**src/rtl/stack_cpu_core.sv**
```systemverilog
// stack_cpu_core: parametrised stack-machine core. Program words come from a ROM and the
// operand stack lives in data RAM; both memories have a read latency of MEM_LAT cycles.
// Optional feature: define STACK_CPU_MUL_EN to enable the MUL opcode (0x2002).
module stack_cpu_core #(
   parameter int unsigned DATA_W      = 16,
   parameter int unsigned ADDR_W      = 16,
   parameter int unsigned MEM_LAT     = 2,
   parameter int unsigned STACK_BASE  = 0,
   parameter int unsigned STACK_DEPTH = 256
) (
   input  logic              clock,
   input  logic              reset,
   output logic [ADDR_W-1:0] address_rom,
   input  logic [DATA_W-1:0] q_rom,
   output logic [ADDR_W-1:0] address_ram,
   input  logic [DATA_W-1:0] q_ram,
   output logic [DATA_W-1:0] data_ram,
   output logic              wren_ram,
   output logic [ADDR_W-1:0] pc_o,
   output logic [ADDR_W-1:0] sp_o,
   output logic [3:0]        state_o,
   output logic              halted,
   output logic              error,
   output logic [1:0]        err_code
);

   localparam logic [15:0] OpNop = 16'h0000, OpImm = 16'h0002, OpCp   = 16'h0007;
   localparam logic [15:0] OpHalt = 16'h00ff, OpJmp = 16'h1000, OpBra = 16'h1001;
   localparam logic [15:0] OpAdd = 16'h2000, OpSub = 16'h2001, OpMul  = 16'h2002;
   localparam logic [15:0] OpGret = 16'h2005, OpLess = 16'h2006, OpEq = 16'h2007;
   localparam logic [15:0] OpNeq = 16'h2008, OpAnd = 16'h2009, OpOr  = 16'h200a;
   localparam logic [15:0] OpXor = 16'h200b, OpNot = 16'h200c;

   localparam logic [ADDR_W-1:0] Base  = ADDR_W'(STACK_BASE);
   localparam logic [ADDR_W-1:0] Depth = ADDR_W'(STACK_DEPTH);
   localparam logic [ADDR_W-1:0] One   = ADDR_W'(1);
   localparam logic [ADDR_W-1:0] Two   = ADDR_W'(2);
   localparam logic [2:0]        Lat   = 3'(MEM_LAT);
   localparam logic [2:0]        LatM1 = 3'(MEM_LAT - 1);

   typedef enum logic [3:0] {
      StFetch = 4'd0, StDecode = 4'd1, StOperWait = 4'd2, StRdA = 4'd3, StRdB = 4'd4,
      StExec = 4'd5, StWrite = 4'd6, StHalt = 4'd7, StError = 4'd8
   } state_e;

   state_e            state_q, state_d;
   logic [ADDR_W-1:0] pc_q, pc_d, sp_q, sp_d;
   logic [2:0]        cnt_q, cnt_d;
   logic [15:0]       op_q, op_d;
   logic [DATA_W-1:0] opnd_q, opnd_d, a_q, a_d, b_q, b_d;
   logic [1:0]        ec_q, ec_d;

   logic [15:0]       op_in;
   logic              hi_zero;
   logic [1:0]        pops;
   logic [DATA_W-1:0] wr_data;
   logic [ADDR_W-1:0] wr_idx;

   function automatic logic is_binary(input logic [15:0] op);
      case (op)
         OpAdd, OpSub, OpGret, OpLess, OpEq, OpNeq, OpAnd, OpOr, OpXor: is_binary = 1'b1;
`ifdef STACK_CPU_MUL_EN
         OpMul: is_binary = 1'b1;
`endif
         default: is_binary = 1'b0;
      endcase
   endfunction

   function automatic logic is_legal(input logic [15:0] op);
      case (op)
         OpNop, OpImm, OpCp, OpHalt, OpJmp, OpBra, OpNot: is_legal = 1'b1;
         default: is_legal = is_binary(op);
      endcase
   endfunction

   assign op_in   = q_rom[15:0];
   assign hi_zero = ((q_rom >> 16) == '0);

   // Number of stack entries the fetched opcode consumes (underflow check)
   always_comb begin
      pops = 2'd0;
      if (is_binary(op_in) || op_in == OpBra) pops = 2'd2;
      else if (op_in == OpCp || op_in == OpNot) pops = 2'd1;
   end

   // State register; reset aborts any instruction in flight
   always_ff @(posedge clock or posedge reset) begin
      if (reset) begin
         state_q <= StFetch;
         pc_q    <= '0;
         sp_q    <= '0;
         cnt_q   <= '0;
         op_q    <= '0;
         opnd_q  <= '0;
         a_q     <= '0;
         b_q     <= '0;
         ec_q    <= '0;
      end else begin
         state_q <= state_d;
         pc_q    <= pc_d;
         sp_q    <= sp_d;
         cnt_q   <= cnt_d;
         op_q    <= op_d;
         opnd_q  <= opnd_d;
         a_q     <= a_d;
         b_q     <= b_d;
         ec_q    <= ec_d;
      end
   end

   // Next-state logic: wait states count memory latency, traps freeze pc/sp
   always_comb begin
      state_d = state_q;
      pc_d    = pc_q;
      sp_d    = sp_q;
      cnt_d   = cnt_q;
      op_d    = op_q;
      opnd_d  = opnd_q;
      a_d     = a_q;
      b_d     = b_q;
      ec_d    = ec_q;
      unique case (state_q)
         StFetch: begin
            if (cnt_q == LatM1) begin
               cnt_d   = '0;
               state_d = StDecode;
            end else cnt_d = cnt_q + 3'd1;
         end
         StDecode: begin
            op_d = op_in;
            if (!hi_zero || !is_legal(op_in)) begin
               ec_d    = 2'd1;
               state_d = StError;
            end else if (sp_q < ADDR_W'(pops)) begin
               ec_d    = 2'd2;
               state_d = StError;
            end else if ((op_in == OpImm || op_in == OpCp) && sp_q == Depth) begin
               ec_d    = 2'd3;
               state_d = StError;
            end else if (op_in == OpHalt) begin
               state_d = StHalt;
            end else if (op_in == OpImm || op_in == OpJmp) begin
               pc_d    = pc_q + One;
               state_d = StOperWait;
            end else if (pops != 2'd0) begin
               state_d = StRdA;
            end else begin
               state_d = StExec;
            end
         end
         StOperWait: begin
            if (cnt_q == Lat) begin
               opnd_d  = q_rom;
               cnt_d   = '0;
               state_d = (op_q == OpImm) ? StWrite : StExec;
            end else cnt_d = cnt_q + 3'd1;
         end
         StRdA: begin
            // Two-operand ops overlap: TOS data is latched in the first RD_B cycle
            if (is_binary(op_q) || op_q == OpBra) begin
               if (cnt_q == LatM1) begin
                  cnt_d   = '0;
                  state_d = StRdB;
               end else cnt_d = cnt_q + 3'd1;
            end else if (cnt_q == Lat) begin
               a_d     = q_ram;
               cnt_d   = '0;
               state_d = StWrite;
            end else cnt_d = cnt_q + 3'd1;
         end
         StRdB: begin
            if (cnt_q == 3'd0) a_d = q_ram;
            if (cnt_q == Lat) begin
               b_d     = q_ram;
               cnt_d   = '0;
               state_d = (op_q == OpBra) ? StExec : StWrite;
            end else cnt_d = cnt_q + 3'd1;
         end
         StExec: begin
            state_d = StFetch;
            if (op_q == OpJmp) begin
               pc_d = ADDR_W'(opnd_q);
            end else if (op_q == OpBra) begin
               sp_d = sp_q - Two;
               pc_d = (a_q != '0) ? ADDR_W'(b_q) : pc_q + One;
            end else begin
               pc_d = pc_q + One;
            end
         end
         StWrite: begin
            state_d = StFetch;
            pc_d    = pc_q + One;
            if (op_q == OpImm || op_q == OpCp) sp_d = sp_q + One;
            else if (op_q != OpNot) sp_d = sp_q - One;
         end
         StHalt, StError: ;
         default: state_d = StFetch;
      endcase
   end

   // Result and target slot for the WRITE cycle
   always_comb begin
      wr_data = '0;
      wr_idx  = sp_q - Two;
      case (op_q)
         OpImm:  begin wr_data = opnd_q; wr_idx = sp_q; end
         OpCp:   begin wr_data = a_q;    wr_idx = sp_q; end
         OpNot:  begin wr_data = ~a_q;   wr_idx = sp_q - One; end
         OpAdd:  wr_data = b_q + a_q;
         OpSub:  wr_data = b_q - a_q;
`ifdef STACK_CPU_MUL_EN
         OpMul:  wr_data = b_q * a_q;
`endif
         OpGret: wr_data = DATA_W'(b_q > a_q);
         OpLess: wr_data = DATA_W'(b_q < a_q);
         OpEq:   wr_data = DATA_W'(b_q == a_q);
         OpNeq:  wr_data = DATA_W'(b_q != a_q);
         OpAnd:  wr_data = b_q & a_q;
         OpOr:   wr_data = b_q | a_q;
         OpXor:  wr_data = b_q ^ a_q;
         default: ;
      endcase
   end

   // RAM port: read addresses during operand reads, write strobe only in WRITE
   always_comb begin
      address_ram = '0;
      data_ram    = '0;
      wren_ram    = 1'b0;
      unique case (state_q)
         StRdA:   address_ram = Base + sp_q - One;
         StRdB:   address_ram = Base + sp_q - Two;
         StWrite: begin
            address_ram = Base + wr_idx;
            data_ram    = wr_data;
            wren_ram    = 1'b1;
         end
         default: ;
      endcase
   end

   assign address_rom = pc_q;
   assign pc_o        = pc_q;
   assign sp_o        = sp_q;
   assign state_o     = state_q;
   assign halted      = (state_q == StHalt);
   assign error       = (state_q == StError);
   assign err_code    = ec_q;

endmodule

```
**config.mk**
```make
export PLATFORM = sky130hd
export DESIGN_NAME = stack_cpu_core
export DESIGN_NICKNAME = d
export VERILOG_FILES = /design/src/rtl/stack_cpu_core.sv
export SDC_FILE = /design/constraint.sdc
export NUM_CORES = 1
export LEC_CHECK = 0
export ABC_AREA = 1
export CAP_MARGIN = 10
export CORE_AREA = 2 2 178 250
export CTS_CLUSTER_SIZE = 8
export DETAILED_ROUTE_END_ITERATION = 7
export DIE_AREA = 0 0 180 252
export GPL_TIMING_DRIVEN = 1
export PLACE_DENSITY = 0.39
export SYNTH_ARGS = -nofsm -noshare
export SYNTH_HDL_FRONTEND = slang
export SYNTH_SLANG_ARGS = --single-unit
```
**constraint.sdc**
```tcl
create_clock -name clock -period 6.9 [get_ports clock]
set_input_delay 0.69 -clock clock [delete_from_list [all_inputs] [get_ports clock]]
set_output_delay 0.69 -clock clock [all_outputs]
set_load 0.02 [all_outputs]
```
==> flow_summary.rst, run 1 <==
.. list-table::
   :header-rows: 1

   * - Metric
     - Value
   * - Row count
     - 90
   * - Number of iterations in the first detailed-routing pass
     - 6
   * - Global placer's final weighted congestion
     - roughly 0.91
   * - Share of post-route cells with drive strength above 1
     - approximately 5.3%
   * - Max stage delay on crit path
     - about 0.61 ns
   * - Total I/O pin count
     - around 120
   * - Number of buffers on the longest clock path
     - 2
   * - Final cell count without fillers
     - 2314
   * - Worst slew margin relative to its limit
     - 22.63%
   * - CTS clock-pin slew for the worst setup and hold paths
     - ~0.08 ns
   * - Summed negative setup slack over all endpoints
     - 0 ns
   * - Fraction of the core area covered by cells at the end of the flow
     - between 20% and 30%
   * - Library cells used by synthesis
     - 52
   * - Least-Margin Pin Slew
     - 1.156 ns
   * - Ratio of final minimum period to clock period
     - 65.30%
   * - Number of synthesized flops with an enable pin
     - 0
   * - N_diodes
     - 0
   * - Via count of the first global-routing pass
     - 11160
   * - Launching instance or port of the critical path
     - op_q[8]$_DFFE_PP0P_
   * - Maximum level of the CTS H-tree
     - 3
   * - Cell with the biggest individual delay on the critical path
     - clkdlybuf4s50_1
   * - Pin count of the biggest net entering global routing
     - between 60 and 70
   * - Top-area cell type share of the netlist area
     - between 20% and 30%
   * - Number of instances in the synthesized netlist
     - between 1500 and 2000
   * - Ys async rst share
     - 100.0%
   * - Data required time of the critical path
     - roughly 6.2 ns
   * - Die Span Y
     - about 250 um
   * - Hold-fix buffers at CTS
     - 0
   * - Sequential share of the synthesized area
     - roughly 25%
   * - Mean routed wirelength per cell
     - about 19 um
   * - Count of port buffers added during placement
     - 122
   * - Root buffer cell
     - clkbuf_16
   * - NumNets Final
     - roughly 1800
   * - Hold violation count in the final report
     - 0
   * - Vias per std cell
     - approximately 5
   * - Full die area
     - 45360 um2
   * - Detailed-route DRC error count
     - 0
   * - Horizontal die dimension
     - around 180 um
   * - Class of the tightest hold or removal check
     - reg -> reg
   * - Overall track demand over capacity in global routing
     - approximately a fifth
   * - Dominant register cell in the synthesized netlist
     - dfrtp_1
   * - Fmax
     - 221.9 MHz
   * - Number of nets in the synthesized netlist
     - ~1800
   * - Postcts setup bufs
     - 0
   * - Overflow after GRT
     - 0
   * - Layout overhead on the synthesized area
     - 16.79%
   * - Outcome
     - finished, final reports clean
   * - Unrepaired setup endpoints after global routing
     - false
   * - Initial core utilization
     - about a quarter
   * - Clock latency on the worst-skew pair
     - roughly 0.39 ns
   * - Half-perimeter wire length after placement
     - around 34000 um
   * - Placeable core region
     - 42900 um2
   * - Category of the most critical setup path
     - reg -> out
   * - Clock tree from TritonCTS
     - yes
   * - Final setup violation count
     - 0
   * - Dominant delay contributor by cell family on the critical path
     - simple AND/OR/NAND/NOR gates
   * - Routed Antenna Nets
     - 0
   * - Synthesis-stage register bit count
     - about 110
   * - Source of the worst register-to-register timing path
     - state_o[2]$_DFFE_PP0P_
   * - Static leakage
     - between 0.006 and 0.007 uW
   * - Cell area after synthesis
     - between 10000 and 15000 um2
   * - Syn_area_per_cell
     - roughly 6.3 um2
   * - Worst path cell trace
     - nor2_1, nand2_2, nor2_2, nand3_2, nand2_2, inv_2, nand2_8, inv_4, a21oi_2, inv_2, nor2_1, clkdlybuf4s50_1
   * - Clock buffer count from CTS
     - 9
   * - CTS resizes
     - 0
   * - DP Cell Count
     - about 2300
   * - Area contributors post-synth
     - dfrtp_1 (25%), nand2_1 (16%), inv_1 (7.1%)
   * - Sum of buffers and inverters on the critical path
     - 4
   * - Final setup margin
     - 2.394 ns
   * - Largest area contributor in the netlist
     - dfrtp_1
   * - Starting DRC count in detailed routing
     - roughly 730
   * - Final Routed Wirelength
     - 44050 um
   * - Clock sinks
     - between 100 and 150
   * - Maximum fanout along the worst path
     - 21
   * - Total power divided by cell area
     - around 140 nW/um2
   * - Kind of end point of the critical path
     - output port
   * - Sort of element at the start of the critical path
     - flop
   * - Worst Path Arrival
     - 3.82 ns
   * - Worst-case clock skew
     - 0.01307 ns
   * - Warnings from Yosys
     - 0
   * - Launch instance of the worst min-delay path
     - op_q[4]$_DFFE_PP0P_
   * - Maximum VDD drop
     - 0.1185 mV
   * - Antenna violations before repair
     - 0
   * - Wire length of the first global-routing pass
     - between 60000 and 70000 um
   * - Number of pins with negative max-slew slack in the final report
     - 0
   * - Number of max-capacitance violations reported
     - 0
   * - Setup slack at placement
     - between 2 and 3 ns
   * - Total via count after detailed routing
     - between 10000 and 15000
   * - Time the worst path needs with I/O delays and setup
     - approximately 4.5 ns
sequential cells by signal (all words and copies together) (netlist names):
| name | cells |
|---|---|
| a_q | 16 |
| address_rom | 16 |
| b_q | 16 |
| op_q | 16 |
| opnd_q | 16 |
| sp_o | 16 |
| state_o | 4 |
| cnt_q | 3 |
| err_code | 2 |
stage by stage:
| step | total power (uW) | hold WS (ns) | cell area, um2 |
|---|---|---|---|
| global placement | 1214 | 0.4712 | 12130 |
| finish | 1756 | 0.4879 | 12420 |
| global route | 1872 | 0.5107 | 12420 |
| CTS | 1790 | 0.4928 | 12420 |
| floorplan | 1075 | 0.4530 | 10630 |
| detailed placement | 1216 | 0.4737 | 12130 |
worst min-delay path, cell delays in order (launching register included):
cell	delay, ns
dfrtp_1	0.35
nand2_1	0.05
o21ai_0	0.06
worst paths after layout:
path / to / slack [ns] / depth (start not counted)
worst max-delay path: data_ram[10] / 2.39 / 12
worst min-delay path: op_q[4]$_DFFE_PP0P_ / 0.49 / 2
worst max register to register: sp_o[8]$_DFFE_PP0P_ / 3.63 / 12
worst min register to register: op_q[4]$_DFFE_PP0P_ / 0.49 / 2
max in group asynchronous: address_rom[15]$_DFFE_PP0P_ / 4.88 / 3
min in group asynchronous: sp_o[13]$_DFFE_PP0P_ / 0.82 / 2
where the power goes:
group | leakage, uW | total (uW) | internal [uW] | switching (uW)
registers | 0.00118 | 741 | 681 | 59.5
logic | 0.00487 | 461 | 144 | 316
clock network | 0.000142 | 554 | 261 | 293
synth_stat cells (16+ instances only):
| master | count |
|---|---|
| buf_2 | 16 |
| dfrtp_1 | 105 |
| nor2_2 | 16 |
| nand3_1 | 129 |
| ha_1 | 55 |
| nor2_1 | 172 |
| clkbuf_1 | 24 |
| nand2_1 | 453 |
| nor3_1 | 28 |
| o21ai_0 | 134 |
| nand4_1 | 30 |
| xor2_1 | 38 |
| a21oi_1 | 81 |
| inv_1 | 201 |
| o21ai_1 | 30 |
| o22ai_1 | 27 |
| buf_4 | 21 |
layout by cell type, fill, tap and decap left out, types with 4 or more instances in the layout:
cell / netlist / layout
dfrtp_1: 105 / 105
a21oi_1: 81 / 81
o21ai_0: 134 / 134
o22ai_1: 27 / 27
nand2_1: 453 / 453
nor2_4: 11 / 11
nand2_2: 12 / 12
o211ai_1: 15 / 15
xor2_1: 38 / 38
clkdlybuf4s50_1: 0 / 122
o21bai_1: 8 / 8
inv_2: 15 / 15
nand3_2: 7 / 7
nor2_2: 16 / 16
o21ai_1: 30 / 30
nor3_1: 28 / 28
inv_1: 201 / 200
ha_1: 55 / 55
nor2_1: 172 / 172
nand3_1: 129 / 129
or2_2: 4 / 4
xnor2_1: 6 / 6
nand4_1: 30 / 30
clkbuf_16: 0 / 9
cells by family (layout without fill, tap and decap cells):
family,Yosys count,count (layout),synth area share (%)
flops,105,105,24.71
xor+xnor,44,44,3.625
simple gates,875,875,36.01
compound gates,321,321,16.84
buf+inv,293,360,11.96
fa+ha+maj,57,57,6.849
area by class of cell:
class	count	area [um2]
clock buffers	10	239.0
clock inverters	5	46.29
fillers	4796	30490
inverters	220	830.8
multi-input cells	1297	6739
flip-flops and latches	105	2628
well taps	552	690.7
repair buffers	125	1244
per-layer routing:
metal,global-route usage (%),share of wire (%),up-vias
met5,0,0,-
met4,9.036,4.5,0
met3,2.396,3.5,71
met2,35.42,52,302
met1,21.65,40,5331
li1,-,-,5612
No activity file was read; power rests on OpenSTA's default activity.
==> inputs of run 2 (changes only) <==
--- a/config.mk
+++ b/config.mk
@@ -12,7 +12,7 @@
 export DETAILED_ROUTE_END_ITERATION = 7
 export DIE_AREA = 0 0 180 252
 export GPL_TIMING_DRIVEN = 1
-export PLACE_DENSITY = 0.39
+export PLACE_DENSITY = 0.4
 export SYNTH_ARGS = -nofsm -noshare
 export SYNTH_HDL_FRONTEND = slang
 export SYNTH_SLANG_ARGS = --single-unit
==> constraint.sdc (replaced) <==
create_clock -name clock -period 3.9 [get_ports clock]
set_input_delay 0.39 -clock clock [delete_from_list [all_inputs] [get_ports clock]]
set_output_delay 0.39 -clock clock [all_outputs]
set_load 0.02 [all_outputs]
==> run 2 against run 1 <==
Sequential share of layout area down 0.50 points. Routed wire length up 0.41%. Clock skew up 0.0018 ns. Critical path depth unchanged. Die area unchanged. Final cell count up 1.3%. Power up 79%. Via count up 0.25%. Clock power up 82%.
==> flow_summary.rst, run 2 (synthesis gave the netlist of run 1 again) <==
.. list-table::
   :header-rows: 1

   * - Metric
     - Value
   * - Outcome
     - finished, final reports clean
   * - Least-Margin Pin Slew
     - around 0.93 ns
   * - Area of the multi-input gates
     - 6765 um2
   * - Total non-filler cell area in the finished layout
     - between 10000 and 15000 um2
   * - Worst-case clock skew
     - approximately 0.015 ns
   * - Starting DRC count in detailed routing
     - 631
   * - Routed Antenna Nets
     - 0
   * - Worst Path Arrival
     - ~3.3 ns
   * - Die Span Y
     - 252 um
   * - Vias per std cell
     - approximately 4.8
   * - Dpl cell area
     - between 10000 and 15000 um2
   * - Worst flop-to-flop path endpoint
     - address_rom[6]$_DFFE_PP0P_
   * - Maximum level of the CTS H-tree
     - 3
   * - Unrepaired setup endpoints after global routing
     - true
   * - Cell with the biggest individual delay on the critical path
     - clkdlybuf4s50_1
   * - Share of post-route cells with drive strength above 1
     - under 10%
   * - Worst path cell trace
     - nor2_1, nand2_2, nor2_2, nand2_2, nand2_4, inv_2, nand2_8, inv_4, a21oi_2, inv_2, nor2_1, clkdlybuf4s50_1
   * - Layout overhead on the synthesized area
     - 19.64%
   * - Most frequent cells in the layout
     - nand2_1 (453), inv_1 (199), nor2_1 (172)
   * - Wire length of the first global-routing pass
     - 68190 um
   * - Fmax
     - around 270 MHz
   * - Placeable core region
     - approximately 43000 um2
   * - Antenna violations before repair
     - 0
   * - Maximum fanout along the worst path
     - 15
   * - Part of the total power dissipated in the clock network
     - between 30% and 40%
   * - Number of buffers on the longest clock path
     - 2
   * - CTS clock-pin slew for the worst setup and hold paths
     - about 0.080 ns
   * - Total I/O pin count
     - between 100 and 150
   * - Part of the power in combinational logic
     - about a quarter
   * - Launching instance or port of the critical path
     - op_q[8]$_DFFE_PP0P_
   * - Time the worst path needs with I/O delays and setup
     - 3.715 ns
   * - Full die area
     - between 40000 and 50000 um2
   * - Class of the tightest hold or removal check
     - in -> async
   * - Internal reg-to-reg setup slack
     - 1.04 ns
   * - Total power divided by cell area
     - ~250 nW/um2
   * - Number of max-capacitance violations reported
     - 0
   * - Setup slack at placement
     - around 0.43 ns
   * - Half-perimeter wire length after placement
     - 34760 um
   * - Count of port buffers added during placement
     - roughly 120
   * - Total via count after detailed routing
     - 11340
   * - Clock buffer count from CTS
     - 9
   * - Sequential cell area
     - around 2600 um2
   * - Overflow after GRT
     - 0
   * - Horizontal die dimension
     - 180 um
   * - Clock tree from TritonCTS
     - yes
   * - Root buffer cell
     - clkbuf_16
   * - Clock latency on the worst-skew pair
     - roughly 0.40 ns
   * - Share of total power consumed by net switching
     - between 30% and 40%
   * - Mean routed wirelength per cell
     - 18.86 um
   * - Number of iterations in the first detailed-routing pass
     - 7
   * - Category of the most critical setup path
     - reg -> out
   * - Reg2Reg Depth
     - 12
   * - Net switching component of the power
     - roughly 1200 uW
   * - Final Routed Wirelength
     - about 44000 um
   * - Row count
     - 90
   * - Total internal power
     - 1936 uW
   * - Sequential cell fraction of total power
     - between 40% and 50%
   * - Worst slew margin relative to its limit
     - around two fifths
   * - Hold-fix buffers at CTS
     - 0
   * - Data required time of the critical path
     - ~3.5 ns
   * - Via count of the first global-routing pass
     - 11470
   * - Commonest non-fill, non-tap cell in the layout
     - nand2_1
   * - Max stage delay on crit path
     - ~0.62 ns
   * - Overall track demand over capacity in global routing
     - between 10% and 20%
   * - Kind of end point of the critical path
     - output port
   * - Detailed-route DRC error count
     - 0
   * - Final setup margin
     - approximately 0.18 ns
   * - Final setup violation count
     - 0
   * - N_diodes
     - 0
   * - Source of the worst register-to-register timing path
     - op_q[5]$_DFFE_PP0P_
   * - Ratio of final minimum period to clock period
     - a little over nine tenths
   * - Initial core utilization
     - approximately a quarter
   * - Global placer's final weighted congestion
     - around 0.95
   * - Pin count of the biggest net entering global routing
     - 50
   * - Clock sinks
     - 105
   * - Maximum VDD drop
     - 0.2245 mV
   * - NumNets Final
     - 1879
   * - Number of pins with negative max-slew slack in the final report
     - 0
   * - Hold violation count in the final report
     - 0
   * - Fill count
     - approximately 4800
   * - Sort of element at the start of the critical path
     - flop
   * - Static leakage
     - 0.006397 uW
==> run 2: power groups by stage <==
stage | Sequential [uW] | Combinational (uW) | Clock, uW
floorplan | 1330 | 569 | 0
global placement | 1340 | 823 | 0
detailed placement | 1340 | 824 | 0
CTS | 1320 | 832 | 1050
global route | 1340 | 938 | 1080
finish | 1320 | 823 | 1010
==> run 2: worst max path at each step <==
| stage | to | slack (ns) | cells past startpoint |
|---|---|---|---|
| 6_report | data_ram[3] | 0.18 | 12 |
| 5_1_grt | data_ram[14] | -0.008 | 16 |
| 4_1_cts | data_ram[10] | 0.01 | 16 |
| 3_5_place_dp | data_ram[15] | 0.43 | 14 |
| 3_3_place_gp | data_ram[15] | 0.42 | 15 |
| 2_1_floorplan | a_q[0]$_DFFE_PP0P_ | 0.75 | 1 |
==> run 2: cell type report <==
type | count | share of cell area (%)
multi-input combinational | 1297 | 53.19
sequential | 105 | 20.66
timing repair buffer | 155 | 11.82
inverter | 220 | 6.561
tap | 552 | 5.430
clock buffer | 10 | 1.879
clock inverter | 6 | 0.4623
==> run 2: layer usage <==
| layer | share of wire [%] | vias up | track usage [%] |
|---|---|---|---|
| met5 | 0 | - | 0 |
| met4 | 4.2 | 0 | 8.455 |
| met3 | 2.9 | 81 | 2.064 |
| met2 | 52 | 260 | 36.26 |
| met1 | 41 | 5321 | 22.48 |
| li1 | - | 5682 | - |
==> run 2: stage by stage <==
step | total power, uW | TNS, ns | hold slack (ns) | util [%] | std cells
finish | 3148 | 0 | 0.4639 | 29.65 | 2345
global route | 3358 | -0.007537 | 0.5202 | 29.65 | 2345
CTS | 3200 | 0 | 0.4866 | 29.52 | 2343
detailed placement | 2161 | 0 | 0.4743 | 28.81 | 2327
global placement | 2160 | 0 | 0.4698 | 28.81 | 2327
floorplan | 1901 | 0 | 0.4530 | - | 1695
==> run 2: critical path, delay by kind of cell (launching register included) <==
family | cells | cell delay (ns)
buffers and inverters | 4 | 0.99
DFF | 1 | 0.38
AOI/OAI and AO/OA | 1 | 0.22
and+or+nand+nor | 7 | 1.32
==> run 2: repair_timing <==
action / CTS / global route
gates resized for setup: 1 / 14
buffers inserted: 0 / 2
setup endpoints to repair: 2 / 15
gates cloned: 0 / 0
pin swaps: 0 / 1
